==> config.mk <==
export PLATFORM = sky130hd
export DESIGN_NAME = snake_dir_scheduler_flat
export DESIGN_NICKNAME = d
export VERILOG_FILES = /design/src/rtl/snake_dir_scheduler_if.sv /design/src/rtl/snake_dir_scheduler.sv /design/src/flat_wrapper.sv
export SDC_FILE = /design/constraint.sdc
export NUM_CORES = 1
export LEC_CHECK = 0
export ABC_AREA = 1
export ABC_CLOCK_PERIOD_IN_PS = 2100
export CORE_MARGIN = 4
export CORE_UTILIZATION = 35
export DETAILED_ROUTE_END_ITERATION = 8
export PLACE_DENSITY_LB_ADDON = 0.08
export SKIP_LAST_GASP = 1
export SYNTH_ARGS = -nofsm -noshare
export SYNTH_HDL_FRONTEND = slang
export SYNTH_SLANG_ARGS = --single-unit
export TNS_END_PERCENT = 50
==> constraint.sdc <==
create_clock -name clock -period 2.1 [get_ports clock]
set_clock_uncertainty 0.2 [all_clocks]
set_input_delay 0.315 -clock clock [delete_from_list [all_inputs] [get_ports clock]]
set_output_delay 0.315 -clock clock [all_outputs]
set_load 0.05 [all_outputs]
==> src/rtl/snake_dir_scheduler_if.sv <==
// snake_dir_scheduler_if: press pulses and pause in, heading, step and queue depth out
// Ports: pause, up_p/down_p/left_p/right_p (one-cycle press pulses);
//        U/D/L/R (one-hot heading), step (tick strobe), q_count (pending turns)
interface snake_dir_scheduler_if;
    logic       pause;
    logic       up_p;
    logic       down_p;
    logic       left_p;
    logic       right_p;
    logic       U;
    logic       D;
    logic       L;
    logic       R;
    logic       step;
    logic [1:0] q_count;
    modport slave (input pause, up_p, down_p, left_p, right_p, output U, D, L, R, step, q_count);
    modport master (output pause, up_p, down_p, left_p, right_p, input U, D, L, R, step, q_count);
endinterface

==> src/rtl/snake_dir_scheduler.sv <==
// snake_dir_scheduler: arbitrates button presses into a 2-deep turn queue and applies one turn per game tick
// Ports: clock, reset_n (async active-low), bus (slave modport of snake_dir_scheduler_if)
//        carrying pause, press pulses, one-hot heading U/D/L/R, step strobe and q_count.
module snake_dir_scheduler #(
    parameter int TICK_DIV = 25000000,
    parameter int TICK_W   = 25
) (
    input logic                  clock,
    input logic                  reset_n,
    snake_dir_scheduler_if.slave bus
);
    logic [TICK_W-1:0] tickCnt;
    logic [3:0]        heading;
    logic [1:0]        q0, q1, qCount, headCode, refDir, cand;
    logic              stepReg, candValid, wrap, push, pop;
    always_comb begin
        headCode  = heading[3] ? 2'd0 : heading[2] ? 2'd1 : heading[1] ? 2'd2 : 2'd3;
        refDir    = (qCount == 2'd0) ? headCode : (qCount == 2'd1) ? q0 : q1;
        candValid = bus.up_p | bus.down_p | bus.left_p | bus.right_p;
        cand      = bus.up_p ? 2'd0 : bus.down_p ? 2'd1 : bus.left_p ? 2'd2 : 2'd3;
        // opposite directions differ only in bit 0 (Up/Down, Left/Right)
        push      = candValid && qCount != 2'd2 && cand != refDir && cand != (refDir ^ 2'd1);
        wrap      = !bus.pause && tickCnt == TICK_W'(TICK_DIV - 1);
        pop       = wrap && qCount != 2'd0;
    end
    always_ff @(posedge clock or negedge reset_n) begin
        if (!reset_n) begin
            tickCnt <= '0;
            stepReg <= 1'b0;
            heading <= 4'b0001;
            q0      <= 2'd0;
            q1      <= 2'd0;
            qCount  <= 2'd0;
        end else begin
            if (!bus.pause) tickCnt <= wrap ? '0 : tickCnt + 1'b1;
            stepReg <= wrap;
            if (pop) heading <= 4'b1000 >> q0;
            // push with pop only happens at depth 1, so the new entry lands at head
            if (pop && push) q0 <= cand;
            else if (pop) q0 <= q1;
            else if (push && qCount == 2'd0) q0 <= cand;
            else if (push) q1 <= cand;
            qCount <= qCount + {1'b0, push} - {1'b0, pop};
        end
    end
    assign bus.U       = heading[3];
    assign bus.D       = heading[2];
    assign bus.L       = heading[1];
    assign bus.R       = heading[0];
    assign bus.step    = stepReg;
    assign bus.q_count = qCount;
endmodule

==> src/flat_wrapper.sv <==
// flat-port wrapper written by rule: the top's interface ports become plain ports
module snake_dir_scheduler_flat 
#(
    parameter int TICK_DIV = 25000000,
    parameter int TICK_W   = 25
)
  (clock, reset_n, bus_pause, bus_up_p, bus_down_p, bus_left_p, bus_right_p, bus_U, bus_D, bus_L, bus_R, bus_step, bus_q_count);
  snake_dir_scheduler_if bus_i ();
  input logic clock;
  input logic reset_n;
  input wire logic [$bits(bus_i.pause)-1:0] bus_pause;
  input wire logic [$bits(bus_i.up_p)-1:0] bus_up_p;
  input wire logic [$bits(bus_i.down_p)-1:0] bus_down_p;
  input wire logic [$bits(bus_i.left_p)-1:0] bus_left_p;
  input wire logic [$bits(bus_i.right_p)-1:0] bus_right_p;
  output wire logic [$bits(bus_i.U)-1:0] bus_U;
  output wire logic [$bits(bus_i.D)-1:0] bus_D;
  output wire logic [$bits(bus_i.L)-1:0] bus_L;
  output wire logic [$bits(bus_i.R)-1:0] bus_R;
  output wire logic [$bits(bus_i.step)-1:0] bus_step;
  output wire logic [$bits(bus_i.q_count)-1:0] bus_q_count;
  assign bus_i.pause = bus_pause;
  assign bus_i.up_p = bus_up_p;
  assign bus_i.down_p = bus_down_p;
  assign bus_i.left_p = bus_left_p;
  assign bus_i.right_p = bus_right_p;
  assign bus_U = bus_i.U;
  assign bus_D = bus_i.D;
  assign bus_L = bus_i.L;
  assign bus_R = bus_i.R;
  assign bus_step = bus_i.step;
  assign bus_q_count = bus_i.q_count;
  snake_dir_scheduler #(.TICK_DIV(TICK_DIV), .TICK_W(TICK_W)) u_core (.clock(clock), .reset_n(reset_n), .bus(bus_i));
endmodule
==> results of run 1 <==
[metrics by stage]
| step | cell area (sq um) | TNS (ns) | util | hold slack (ns) | setup slack [ns] |
|---|---|---|---|---|---|
| after floorplan | 2220 | 0 | - | -0.181 | 0.0323 |
| after global placement | 2690 | -1.41 | 0.447 | 0.0980 | -0.247 |
| after detailed placement | 2690 | -1.54 | 0.447 | 0.0979 | -0.298 |
| after CTS | 2800 | 0 | 0.465 | 0.288 | 0.00224 |
| after global routing | 2870 | -0.133 | 0.476 | 0.329 | -0.133 |
| final | 2870 | 0 | 0.476 | 0.284 | 0.00556 |
[repair_timing]
| action | in CTS | in global routing |
|---|---|---|
| endpoints found under the setup margin | 1 | 4 |
| pin swaps | 0 | 7 |
| hold endpoints to repair | 35 | 0 |
| gates resized for setup | 1 | 10 |
| setup buffers | 0 | 2 |
| hold buffers | 1 | 0 |
[critical path, stage by stage (launching register included)]
cell and delay (ns):
dfrtp_1 0.38, ha_2 0.19, nand2_1 0.05, nor2_1 0.11
nand2_1 0.07, nor2_2 0.14, nand2_4 0.07, nor2_4 0.14
ha_4 0.22, inv_4 0.06, ha_4 0.14, xnor2_2 0.07
xor2_1 0.16
[Yosys cell counts (all sizes together)]
library cell / instances / area (sq um)
nand2: 81 / 324
inv: 50 / 193
nor2: 46 / 220
dfrtp: 35 / 876
nand3: 21 / 125
nand4: 13 / 93.8
a21oi: 12 / 60.1
nor3: 11 / 66.3
o21ai: 9 / 45.0
o31ai: 5 / 37.5
xor2: 5 / 43.8
ha: 3 / 37.5
buf: 2 / 16.3
nor4: 2 / 12.5
o21a: 2 / 15.0
a221oi: 1 / 8.76
clkinv: 1 / 3.75
dfstp: 1 / 26.3
nand3b: 1 / 7.51
xnor2: 1 / 8.76
[worst max-delay path by stage]
stage | from | cells after the start | endpoint | slack (ns)
global placement | bus_pause | 13 | u_core.bus.q_count[1]$_DFF_PN0_ | -0.25
finish | u_core.tickCnt[1]$_DFFE_PN0N_ | 12 | u_core.bus.q_count[1]$_DFF_PN0_ | 0.006
CTS | u_core.tickCnt[23]$_DFFE_PN0N_ | 12 | u_core.bus.q_count[1]$_DFF_PN0_ | 0.002
detailed placement | bus_pause | 13 | u_core.bus.q_count[1]$_DFF_PN0_ | -0.30
floorplan | u_core.bus.q_count[0]$_DFF_PN0_ | 9 | u_core.bus.q_count[1]$_DFF_PN0_ | 0.03
global route | u_core.tickCnt[1]$_DFFE_PN0N_ | 12 | u_core.bus.q_count[1]$_DFF_PN0_ | -0.13
[cells by family after synthesis]
group,share of synthesized area
AO/OA/AOI/OAI,0.0749
adder cells (fa/ha/maj),0.0169
XOR/XNOR,0.0237
flip-flops,0.406
buffers and inverters,0.0958
AND/OR/NAND/NOR,0.383
[power groups by stage]
stage	Combinational (mW)	Clock (mW)	Sequential, mW
finish	0.936	0.550	0.947
global placement	0.836	0	0.957
detailed placement	0.840	0	0.960
floorplan	0.466	0	1.02
global route	1.05	0.602	0.965
CTS	0.845	0.568	0.946
[layout make-up]
cell class              instances  area (sq um)  share of cell area
well taps                      75          93.8              0.0327
clock buffers                   8           100              0.0349
multi-input cells             213          1160               0.403
flip-flops and latches         36           902               0.315
repair buffers                 51           417               0.145
inverters                      51           199              0.0694
[flip-flops by register name (all words and copies together), names as in the netlist]
register and flops:
u_core.q1 2, u_core.q0 2, u_core.bus.q_count 2, u_core.tickCnt 25
u_core.bus.step 1, u_core.heading 4
[metal layers]
| layer | up-vias | part of all wire |
|---|---|---|
| li1 | 1080 | - |
| met1 | 941 | 0.50 |
| met2 | 28 | 0.45 |
| met3 | 6 | 0.034 |
| met4 | 0 | 0.014 |
| met5 | - | 0 |
==> reports/metrics.yaml, run 1 <==
final_net_count: 368
ys_warn_count: 0
n_fill_cell: 636
ant_nets: 0
min_delay_path_depth: 2
grt_max_degree: 37
drt_first_pass_iters: 4
clockPowerShare: 0.226
timing.final.crit_period_ns: 2.09
endpoint_kind: "register"
cp.arrival_ns: 2.07
maxCapViolCount: 0
rsz0062_at_grt: "yes"
die_y_microns: 87.7
grt_antenna_before_repair: 0
drt-total-wl_mm: 5.55
ioPinCount: 14
outcome: "finished, final reports clean"
rows: 28
slew_violations: 0
reg2reg_depth: 12
cts_tree: "done"
hold_start: "u_core.heading[1]$_DFFE_PN0P_"
dpl.hpwl_mm: 4.30
synth_cells: 302
finalPower_mw: 2.43
grt_util_met2: 0.238
layout_commonest_cell: "nand2_1"
synth_cell_types: 31
ys_seq_area_frac: 0.406
p_int_mw: 1.51
track_usage: 0.157
drive_above_1_share: 0.240
clk_pin_slew_worst_paths_ns: 0.07
final_cell_mix: "nand2_1 (75), inv_1 (42), buf_4 (39)"
syn_nets: 312
htree_levels: 2
relSlewSlack: 0.669
p_switching_mw: 0.923
hold_end: "u_core.heading[1]$_DFFE_PN0P_"
grt-busiest-layer: "met2"
route.vias.total: 2055
timing.final.crit_share: 0.997
power_frac_comb: 0.385
io_buffers: 13
met3_usage: 0.0301
worstSetupPathType: "register to register"
max_freq_mhz: 477
drt_iter0_drc: 86
die_w_microns: 87.7
start_util: 0.369
grt_pass1_vias: 1965
routabilityCongestion: 0.821
cts_buffers: 5
clock_latency_ns: 0.28
rrSetupSlack_ns: 0.006
drc: 0
setup_violations: 0
synth_seq_cells: 36
tightestPinTransition_ns: 0.495
p_sw_frac: 0.379
p_leak_nw: 1.42
dieArea_sq_um: 7680
syn_area_sq_um: 2220
placedCellCount: 423
viasPerCell: 4.74
peakVddDrop_v: 0.000553
gr-total-overflow: 0
grt_pass1_wl_mm: 9.34
worstPathRequired_ns: 2.07
cts_root_buffer: "clkbuf_8"
start_kind: "register"
critPathMaxFanout: 3
clock_sinks: 36
antennaDiodeCount: 0
hp-class: "register to register"
hold_viol: 0
grt_use_met1: 0.226
r2r-start: "u_core.tickCnt[1]$_DFFE_PN0N_"
routedWlPerCell_microns: 12.8
fin_cells: 434
avgSynthCellArea_sq_um: 7.35
cts.path.max_buffers: 2
area_delta_synth_final_pct: 29.1
coreArea_sq_um: 6030
seqPwrFrac: 0.389
reg2reg_to: "u_core.bus.q_count[1]$_DFF_PN0_"
powerDensity_nw_per_um2: 848
No activity file was read; power rests on OpenSTA's default activity.
==> run 2: changes to the inputs <==
--- a/config.mk
+++ b/config.mk
@@ -15,4 +15,3 @@
 export SYNTH_ARGS = -nofsm -noshare
 export SYNTH_HDL_FRONTEND = slang
 export SYNTH_SLANG_ARGS = --single-unit
-export TNS_END_PERCENT = 50
==> results of run 2 <==
Final layout, timing and power as in run 1 (identical DEF).
==> variant 1: new RTL, config.mk and constraints of run 1 <==
Reset style: synchronous (`reset_n`), changed in one clocked block. Comments in the files are not updated.
--- a/src/rtl/snake_dir_scheduler.sv
+++ b/src/rtl/snake_dir_scheduler.sv
@@ -25,3 +25,3 @@
     end
-    always_ff @(posedge clock or negedge reset_n) begin
+    always_ff @(posedge clock) begin
         if (!reset_n) begin
Behaviour: differs if reset_n is asserted again (counterexample within 4 cycles, from zero or initial values and one cycle with reset_n low); with reset_n held inactive, the same outputs for 10 cycles.
==> variant 1 against run 1 <==
Utilization barely moved; cell area down 2.2%; power decreased by 26%; area after synthesis is 4.5% lower; clock power shrank 14%; non-clock buffer count up 8; sequential share of layout area fell by 5.6 points; worst setup slack better by 84 ps; wire length decreased by 0.18%; sequential cell count stayed put; first-iteration DRC count rose by 17%; largest power group unchanged; highest routed layer unchanged.
==> variant 1: results (changes against run 1) <==
==============================================================================
Number of multi-input combinational cells in the layout .........          249   +17%
Number of buffers outside the clock class in the layout .........           59   +16%
Non-clock buffering overhead in the final layout ................        0.169   +0.0234
XOR/XNOR Fraction of Synth Area .................................       0.0206   -0.00301
Hold path endpoint .............................................. u_core.heading[0]$_SDFFE_PN1P_
Synthesized-area fraction occupied by ao, oa, aoi and oai cells .       0.0850   +0.0100
Sequential cell area ............................................     726 um^2   -20%
Vias in the first global route ..................................        2,146   +9.2%
Estimated wirelength of the detail-placed design ................      4380 um   +1.8%
GR Util All Layers ..............................................        0.164   +0.00636
Syn_area_per_cell ...............................................    6.33 um^2   -14%
Crit path setup slack, layout ...................................      89.7 ps   +84.2 ps
Synth Flop Type ................................................. sky130_fd_sc_hd__dfxtp_1
Delay of the slowest cell on the worst path .....................       360 ps   -20 ps
Min Hold Slack ..................................................       281 ps   -2.88 ps
Total detailed-routing wirelength ...............................      5540 um   -0.18%
Layout fillers ..................................................          641   +0.79%
Cell types with the highest counts after synthesis .............. sky130_fd_sc_hd__nand2_1 (85), sky130_fd_sc_hd__nor2_1 (61), sky130_fd_sc_hd__inv_1 (41)
Adder-cell area share of the yosys netlist ......................       0.0177   +0.000798
Number of DRC violations after detailed-routing iteration 0 .....          101   +17%
Wire length of the first global-routing pass ....................      9630 um   +3.2%
Number of sequential cells in the layout ........................           36   unchanged
Final Wtd Congestion ............................................        0.801   -2.4%
Routed vias/inst ................................................         4.62   -2.5%
Leakage power total .............................................      1.16 nW   -19%
Cell count after placement ......................................          459   +8.5%
Total length of routed met2 wires ...............................      2560 um   +3.1%
Clock tree cell share of total cell area ........................       0.0277   -0.00724
Number of vias in the routed layout .............................        2,174   +5.8%
Post-Synthesis Net Count ........................................          345   +11%
Library cells used by synthesis .................................           28   -9.7%
Total non-filler cell area in the finished layout ...............    2800 um^2   -2.2%
Result of the run ............................................... finished, final reports clean
Seq/Total Area, Yosys ...........................................        0.340   -0.0664
Worst Hold Launch ............................................... u_core.heading[0]$_SDFFE_PN1P_
Worst setup startpoint .......................................... u_core.tickCnt[0]$_SDFFE_PN0N_
Layout cell share with drive strength beyond 1 ..................        0.235   -0.00471
Post-cts sizing count ...........................................            2   +1
==============================================================================
## variant 1: cell types whose count changed after synthesis, sizes merged, moves of 6 or more
cell	change
dfxtp	+36
nand4	-6
dfrtp	-35
nand2	+9
a21oi	+8
nor2	+25
## variant 1: logic make-up after synthesis
family          after synthesis
xor+xnor                      5
buf+inv                      50
simple gates                206
fa+ha+maj                     3
flops                        36
compound gates               35
## variant 1: report_power, final
| part | total (mW) | switching (mW) | internal [mW] |
|---|---|---|---|
| Sequential | 0.788 | 0.0596 | 0.729 |
| Combinational | 0.542 | 0.316 | 0.226 |
| Clock | 0.475 | 0.249 | 0.226 |
| Total | 1.81 | 0.624 | 1.18 |
## variant 1: per-layer routing
layer / track usage / vias to the layer above
met5: 0 / -
met4: 0.0489 / 0
met3: 0.0327 / 8
met2: 0.285 / 28
met1: 0.203 / 956
li1: - / 1182
==> variant 2: new RTL, settings of run 1 <==
Made on the original files. `TICK_W` is set to 25 in 2 places; all go to 50.
--- a/src/rtl/snake_dir_scheduler.sv
+++ b/src/rtl/snake_dir_scheduler.sv
@@ -5,3 +5,3 @@
     parameter int TICK_DIV = 25000000,
-    parameter int TICK_W   = 25
+    parameter int TICK_W   = 50
 ) (
--- a/src/flat_wrapper.sv
+++ b/src/flat_wrapper.sv
@@ -4,3 +4,3 @@
     parameter int TICK_DIV = 25000000,
-    parameter int TICK_W   = 25
+    parameter int TICK_W   = 50
 )
Behaviour: no difference found for any inputs over 10 cycles, from zero or initial values and one cycle with reset_n low; that may be too few to reach the edited logic, so the function may still have changed.
==> variant 2 against run 1 <==
The flow now finishes with violations (negative setup slack); global-route usage rose by 2.7 points; worst setup slack got worse by 37 ps; sequential power rose by 47%; hold slack hardly changed; area after synthesis is 77% higher; cell area grew 91%; die area grew 69%; power rose by 45%; wire length is 96% higher; sequential cell count increased by 25; first-iteration DRC count increased by 110%; highest routed layer unchanged.
==> variant 2: results (changes against run 1) <==
====================================================================================================
Hold path endpoint .................................................................... u_core.heading[0]$_DFFE_PN1P_
Largest registers ..................................................................... u_core.tickCnt x50, u_core.heading x4
Worst-Skew Late Latency ...............................................................       340 ps   +60 ps
Antenna violations before repair ......................................................            0   unchanged
Detailed route wirelength on metal3 ...................................................       333 um   +77%
Total length of routed met2 wires .....................................................      5200 um   +110%
Worst reg2reg path depth ..............................................................           14   +2
Library cells used by synthesis .......................................................           38   +23%
Number of setup violations in the final report ........................................            1   +1
Post-Synthesis Net Count ..............................................................          539   +73%
GR Layer Usage met1 ...................................................................        0.249   +0.0233
Clock-pin slew reported for the worst setup and hold paths after clock tree synthesis .        50 ps   -20 ps
Seq/Total Area, Yosys .................................................................        0.389   -0.0176
Worst setup startpoint ................................................................ u_core.tickCnt[28]$_DFFE_PN0N_
Final nets ............................................................................          673   +83%
Result of the run ..................................................................... complete, but fails checks
Final Wtd Congestion ..................................................................        0.867   +5.6%
Max rail drop VDD .....................................................................   0.000680 V   +23%
Failing checks ........................................................................ negative setup slack
Pin count of the biggest net entering global routing ..................................           62   +68%
Worst Hold Launch ..................................................................... u_core.heading[0]$_DFFE_PN1P_
Main area contributors after synthesis ................................................ sky130_fd_sc_hd__dfrtp_1 (38%), sky130_fd_sc_hd__nand2_1 (9.8%), sky130_fd_sc_hd__inv_1 (8.3%), sky130_fd_sc_hd__nor2_1 (7.0%), sky130_fd_sc_hd__xor2_1 (5.3%)
Clk Tree Root Cell .................................................................... sky130_fd_sc_hd__clkbuf_16
Layout fillers ........................................................................        1,114   +75%
Wire length of the first global-routing pass ..........................................    18,500 um   +99%
Cell count after synthesis ............................................................          529   +75%
Cell count after placement ............................................................          781   +85%
Number of standard cells in the final layout excluding fillers ........................          808   +86%
Cell types with the highest counts after synthesis .................................... sky130_fd_sc_hd__nand2_1 (103), sky130_fd_sc_hd__inv_1 (87), sky130_fd_sc_hd__nor2_1 (73)
Leakage power total ...................................................................      2.75 nW   +94%
Data arrival, critical path ...........................................................      2160 ps   +90 ps
Layout cell share with drive strength beyond 1 ........................................        0.322   +0.0823
Max H-tree Level ......................................................................            3   +1
Number of DRC violations after detailed-routing iteration 0 ...........................          177   +110%
Min Hold Slack ........................................................................       284 ps   -0.429 ps
Met1 Wirelength .......................................................................      5180 um   +85%
Fraction of met3 tracks used by global routing ........................................       0.0462   +0.0161
GR Util All Layers ....................................................................        0.185   +0.0272
Number of vias in the routed layout ...................................................        3,690   +80%
Transition time at the pin with the least slew margin .................................       497 ps   +1.59 ps
Final Hold Violating Endpoints ........................................................            0   unchanged
TritonCTS Buffers .....................................................................            9   +4
Crit path setup slack, layout .........................................................     -31.8 ps   -37.4 ps
Post-DR wirelength/cell ...............................................................      13.5 um   +5.2%
Estimated wirelength of the detail-placed design ......................................      8580 um   +99%
Maximum net fanout on the critical path ...............................................            2   -1
====================================================================================================
[variant 2: cell types whose count changed after synthesis, moves of 7 or more]
cell / run 1 / this run
sky130_fd_sc_hd__dfrtp_1: 35 / 60
sky130_fd_sc_hd__nor3_2: 0 / 7
sky130_fd_sc_hd__nand3_1: 17 / 31
sky130_fd_sc_hd__nor2_1: 35 / 73
sky130_fd_sc_hd__inv_1: 43 / 87
sky130_fd_sc_hd__o21ai_0: 8 / 21
sky130_fd_sc_hd__xor2_1: 5 / 24
sky130_fd_sc_hd__nand2_1: 75 / 103
[variant 2: kinds of logic after synthesis]
| kind of cell | Yosys count | share of synthesized area |
|---|---|---|
| and+or+nand+nor | 297 | 0.391 |
| buffers and inverters | 100 | 0.0964 |
| xor gates and xnor gates | 27 | 0.0602 |
| AOI/OAI and AO/OA | 41 | 0.0547 |
| adders and majority gates | 3 | 0.00955 |
| DFF | 61 | 0.389 |
[variant 2: area by class of cell]
type,instances,area (um^2),area share
multi-input cells,368,2150,0.393
flip-flops and latches,61,1530,0.280
repair buffers,123,971,0.178
inverters,100,379,0.0694
clock buffers,14,254,0.0465
well taps,140,175,0.0321
clock inverters,2,10.0,0.00183
[variant 2: through the flow]
step	setup TNS [ps]	area, um^2	worst slack (ps)
final	-31.8	5470	-31.8
after global routing	-314	5470	-141
after CTS	-106	5330	-106
after detailed placement	-2480	4990	-429
after global placement	-2160	4990	-408
after floorplan	0	3940	14.7
[variant 2: where the power goes]
group | leakage (nW) | internal [mW] | switching (mW)
clock | 0.131 | 0.827 | 0.513
sequential | 0.759 | 1.30 | 0.0940
combinational | 1.86 | 0.326 | 0.460
[variant 2: repair_timing]
action                                 CTS  global route
gates resized for setup                  5            30
pin swaps                                9            12
hold buffers                             1             0
endpoints found under the hold margin   60             0
setup endpoints to repair                2            16
setup buffers                            4             7
